**src/rtl/mem_port_arbiter.sv**
```systemverilog
// rtl/mem_port_arbiter.sv - single-port memory arbiter between instruction fetch and data access
// Optional IF starvation guard enabled by defining ARB_STARVE_GUARD_EN.
module mem_port_arbiter #(
    parameter int STARVE_MAX = 4,
    parameter int CNT_W      = 3
) (
    input  logic       clk_i,
    input  logic       rst_i,
    input  logic       if_req_i,
    input  logic       d_rd_req_i,
    input  logic       d_wr_req_i,
    input  logic       mem_ready_i,
    output logic [1:0] addr_sel_o,
    output logic       mem_en_o,
    output logic       mem_we_o,
    output logic       if_gnt_o,
    output logic       d_gnt_o,
    output logic       stall_if_o,
    output logic       stall_mem_o,
    output logic       busy_o
);

    typedef enum logic [1:0] {
        IDLE   = 2'd0,
        IF_ACC = 2'd1,
        D_ACC  = 2'd2
    } state_e;

    state_e     state_q, state_d;
    logic [1:0] addr_sel_q, addr_sel_d;
    logic       mem_en_q, mem_en_d;
    logic       mem_we_q, mem_we_d;
    logic       if_gnt, d_gnt;
    logic       d_req;
    logic       force_if;
    logic       decide;

    assign d_req  = d_rd_req_i | d_wr_req_i;
    assign if_gnt = (state_q == IF_ACC) & mem_ready_i;
    assign d_gnt  = (state_q == D_ACC) & mem_ready_i;

`ifdef ARB_STARVE_GUARD_EN
    logic [CNT_W-1:0] starve_cnt_q, starve_cnt_d;

    // The decision in a completing cycle must see this cycle's d_gnt, hence the _d compare.
    always_comb begin
        starve_cnt_d = starve_cnt_q;
        if (!if_req_i || if_gnt) begin
            starve_cnt_d = '0;
        end else if (d_gnt && (starve_cnt_q != CNT_W'(STARVE_MAX))) begin
            starve_cnt_d = starve_cnt_q + 1'b1;
        end
    end

    assign force_if = if_req_i & (starve_cnt_d == CNT_W'(STARVE_MAX));

    always_ff @(posedge clk_i or posedge rst_i) begin
        if (rst_i) begin
            starve_cnt_q <= '0;
        end else begin
            starve_cnt_q <= starve_cnt_d;
        end
    end
`else
    assign force_if = 1'b0;
`endif

    always_comb begin
        state_d    = state_q;
        addr_sel_d = addr_sel_q;
        mem_en_d   = mem_en_q;
        mem_we_d   = mem_we_q;
        decide     = 1'b0;
        case (state_q)
            IDLE:    decide = 1'b1;
            IF_ACC:  decide = mem_ready_i;
            D_ACC:   decide = mem_ready_i;
            default: decide = 1'b1;
        endcase
        if (decide) begin
            if (force_if || (if_req_i && !d_req)) begin
                state_d    = IF_ACC;
                addr_sel_d = 2'b00;
                mem_en_d   = 1'b1;
                mem_we_d   = 1'b0;
            end else if (d_req) begin
                // Simultaneous rd and wr is treated as a write.
                state_d    = D_ACC;
                addr_sel_d = 2'b01;
                mem_en_d   = 1'b1;
                mem_we_d   = d_wr_req_i;
            end else begin
                state_d    = IDLE;
                addr_sel_d = 2'b00;
                mem_en_d   = 1'b0;
                mem_we_d   = 1'b0;
            end
        end
    end

    always_ff @(posedge clk_i or posedge rst_i) begin
        if (rst_i) begin
            state_q    <= IDLE;
            addr_sel_q <= 2'b00;
            mem_en_q   <= 1'b0;
            mem_we_q   <= 1'b0;
        end else begin
            state_q    <= state_d;
            addr_sel_q <= addr_sel_d;
            mem_en_q   <= mem_en_d;
            mem_we_q   <= mem_we_d;
        end
    end

    assign addr_sel_o  = addr_sel_q;
    assign mem_en_o    = mem_en_q;
    assign mem_we_o    = mem_we_q;
    assign if_gnt_o    = if_gnt;
    assign d_gnt_o     = d_gnt;
    assign stall_if_o  = if_req_i & ~if_gnt;
    assign stall_mem_o = d_req & ~d_gnt;
    assign busy_o      = (state_q != IDLE);

endmodule

```
**config.mk**
```make
export PLATFORM = sky130hd
export DESIGN_NAME = mem_port_arbiter
export DESIGN_NICKNAME = d
export VERILOG_FILES = /design/src/rtl/mem_port_arbiter.sv
export SDC_FILE = /design/constraint.sdc
export NUM_CORES = 1
export LEC_CHECK = 0
export BUFFER_PORTS_ARGS = -buffer_cell sky130_fd_sc_hd__buf_2
export CAP_MARGIN = 20
export CORE_AREA = 8 8 45 47
export DETAILED_ROUTE_END_ITERATION = 8
export DIE_AREA = 0 0 53 55
export PLACE_DENSITY = 0.43
export RECOVER_POWER = 50
export SLEW_MARGIN = 10
export SYNTH_ARGS = -nofsm -noshare
export SYNTH_HDL_FRONTEND = slang
export SYNTH_SLANG_ARGS = --single-unit
```
**constraint.sdc**
```tcl
create_clock -name clk_i -period 2.41 [get_ports clk_i]
set_input_delay 0.241 -clock clk_i [delete_from_list [all_inputs] [get_ports clk_i]]
set_output_delay 0.241 -clock clk_i [all_outputs]
set_load 0.005 [all_outputs]
```
==> flow_summary.yaml <==
synthesis:
  postSynthAreaPerCell_sq_um: 10.2
  syn-cell-area_sq_um: 275
  synth_seq_area_share_pct: 36.4
  synth_cell_types: 16
  synth_nets: 36
  ys_warn_count: 0
  syn_inst: 27
  ys_ff_latch: 4
clock_network:
  clk_pin_slew_worst_paths_ns: 0.03
  h-tree-depth: 1
  cts-resized-gates: 0
  cts_sinks: 4
  ctsHoldBuffers: 1
  numCtsBuffers: 3
  tritoncts: "yes"
  root_buffer: "clkbuf_4"
  cts_setup_buffers: 0
  clock_latency_ns: 0.23
  cts_buffer_depth: 2
critical_path:
  ff2ff_path_depth: 4
  r2r_setup_slack_ns: 1.03
  crit_end: "stall_if_o"
  cp-startpoint: "state_q[1]"
  rr_endpoint: "mem_we_o"
  startpoint_type: "flip-flop"
  path_class: "reg -> out"
  r2r_start: "state_q[1]"
  cp-end-kind: "output pin"
  worstPathMaxFanout: 3
  arrival_ns: 1.23
  required_ns: 2.17
grt:
  grt_max_degree: 6
  grt_overflow_total: 0
  grt_pass1_wl_um: 910
  grt_usage_pct: 4.44
  grt_pass1_vias: 234
  antenna_found_initial: 0
drt:
  wire_per_inst_um: 10.1
  routed_wl_um: 587
  viasPerCell: 3.72
  drtAntennaViolNets: 0
  vias: 216
  drt_iter0_markers: 5
  drt_first_pass_iters: 2
  drcViolationCount: 0
timing:
  drv_slew: 0
  hold_slack_ns: 0.274
  grt_setup_unrepaired: "false"
  finalHoldViolCount: 0
  fin_crit_ns: 1.47
  tns_ns: 0
  finClkSkew_ns: 0.000605
  timing.fmax_ghz: 0.680
  fin_crit_sh_pct: 61.0
  setup_violations: 0
power_and_ir_drop:
  p_comb_share_pct: 25.5
  cellInternalPower_mw: 0.160
  swShare_pct: 25.6
  power_frac_seq_pct: 37.2
  irDropWorstVdd_mv: 0.272
  p_clk_share_pct: 37.2
  power_switching_mw: 0.0550
  power.leakage_nw: 0.200
  powerDensity_nw_per_um2: 582
die:
  core_sq_um: 1380
  io-pin-count: 15
  rows: 14
  dieArea_sq_um: 2920
  start_util_pct: 19.9
  chipWidth_um: 53
  die_y_um: 55
hold_path:
  hold_class: "in -> reg"
cells_and_area:
  diodes: 0
  drive_gt1_share_pct: 45.2
  final_nets: 53
  syn_to_final_growth_pct: 34.1
placed_design:
  dp_hpwl_um: 517
  io_buffers: 13
  gp_congestion: 0.686
status:
  status: "completed"
job:
  drv_cap: 0
-- per-stage QoR --
stage          util (%)  instance area (sq um)  cells  total power [mW]  setup WS (ns)
2_1_floorplan         -                    275     27             0.120           1.15
3_3_place_gp       25.0                    345     54             0.142           1.11
3_5_place_dp       25.0                    345     54             0.141           1.10
4_1_cts            27.3                    378     58             0.226          0.913
5_1_grt            26.7                    369     58             0.233          0.854
6_report           26.7                    369     58             0.215          0.939
-- registers in the layout, summed over array words and instances (netlist names) --
signal and count:
state_q 2, mem_en_o 1, mem_we_o 1
-- layout by cell type (no fill, tap or decap) --
master / instances
dlygate4sd3_1: 1
buf_2: 12
nor3_1: 1
conb_1: 1
nor2b_1: 1
mux2i_1: 1
nor3b_1: 1
dfrtp_1: 4
clkbuf_4: 3
mux2_4: 1
ha_1: 3
nor2_1: 2
and3b_2: 1
and2_2: 2
inv_1: 4
a21oi_1: 1
clkbuf_1: 1
a31o_1: 1
nand2b_1: 1
-- layout make-up --
class	instances	area, sq um
fill	155	1010
inverter	4	15.0
tap	16	20.0
multi-input combinational	17	138
clock buffer	3	22.5
timing repair buffer	14	73.8
sequential	4	100
-- logic make-up (layout without fill, tap and decap cells) --
family / Yosys count / count (layout) / synth area share, %
flops: 4 / 4 / 36.4
fa+ha+maj: 3 / 3 / 13.6
other cells: 1 / 1 / 1.36
mux: 2 / 2 / 9.09
compound gates: 2 / 2 / 5.00
buf+inv: 6 / 21 / 10.9
simple gates: 9 / 9 / 23.6
-- power by group through the flow --
stage | logic, mW | registers [mW] | clock network (mW)
floorplan | 0.0394 | 0.0805 | 0
global placement | 0.0612 | 0.0807 | 0
detailed placement | 0.0603 | 0.0808 | 0
CTS | 0.0617 | 0.0801 | 0.0844
global route | 0.0635 | 0.0813 | 0.0884
finish | 0.0548 | 0.0799 | 0.0799
-- critical path: stages, from the launching register on --
cell     delay, ns
dfrtp_1       0.36
inv_1         0.08
ha_1          0.19
and2_2        0.17
nor2b_1       0.09
buf_2         0.11
-- cell usage after synthesis --
| cell type | number | area (sq um) |
|---|---|---|
| dfrtp_1 | 4 | 100 |
| inv_1 | 4 | 15.0 |
| ha_1 | 3 | 37.5 |
| and2_2 | 2 | 15.0 |
| buf_4 | 2 | 15.0 |
| nor2_1 | 2 | 7.51 |
| a21oi_1 | 1 | 5.00 |
| a31o_1 | 1 | 8.76 |
| and3b_2 | 1 | 10.0 |
| conb_1 | 1 | 3.75 |
| mux2_4 | 1 | 15.0 |
| mux2i_1 | 1 | 10.0 |
| nand2b_4 | 1 | 13.8 |
| nor2b_1 | 1 | 6.26 |
| nor3_1 | 1 | 5.00 |
| nor3b_1 | 1 | 7.51 |
-- worst min path at each step --
stage | from | end | slack [ns] | cells after the start
6_report | if_req_i | state_q[0] | 0.27 | 2
3_5_place_dp | rst_i | state_q[1] | 0.13 | 2
2_1_floorplan | rst_i | mem_en_o | 0.007 | 1
3_3_place_gp | rst_i | state_q[1] | 0.13 | 2
5_1_grt | d_wr_req_i | mem_we_o | 0.28 | 2
4_1_cts | d_wr_req_i | mem_we_o | 0.27 | 2
-- layer usage --
layer	wire (um)	track usage, %
met1	235	3.98
met2	256	6.25
met3	95	4.55
met4	0	2.59
met5	0	0
No activity file was read; power rests on OpenSTA's default activity.
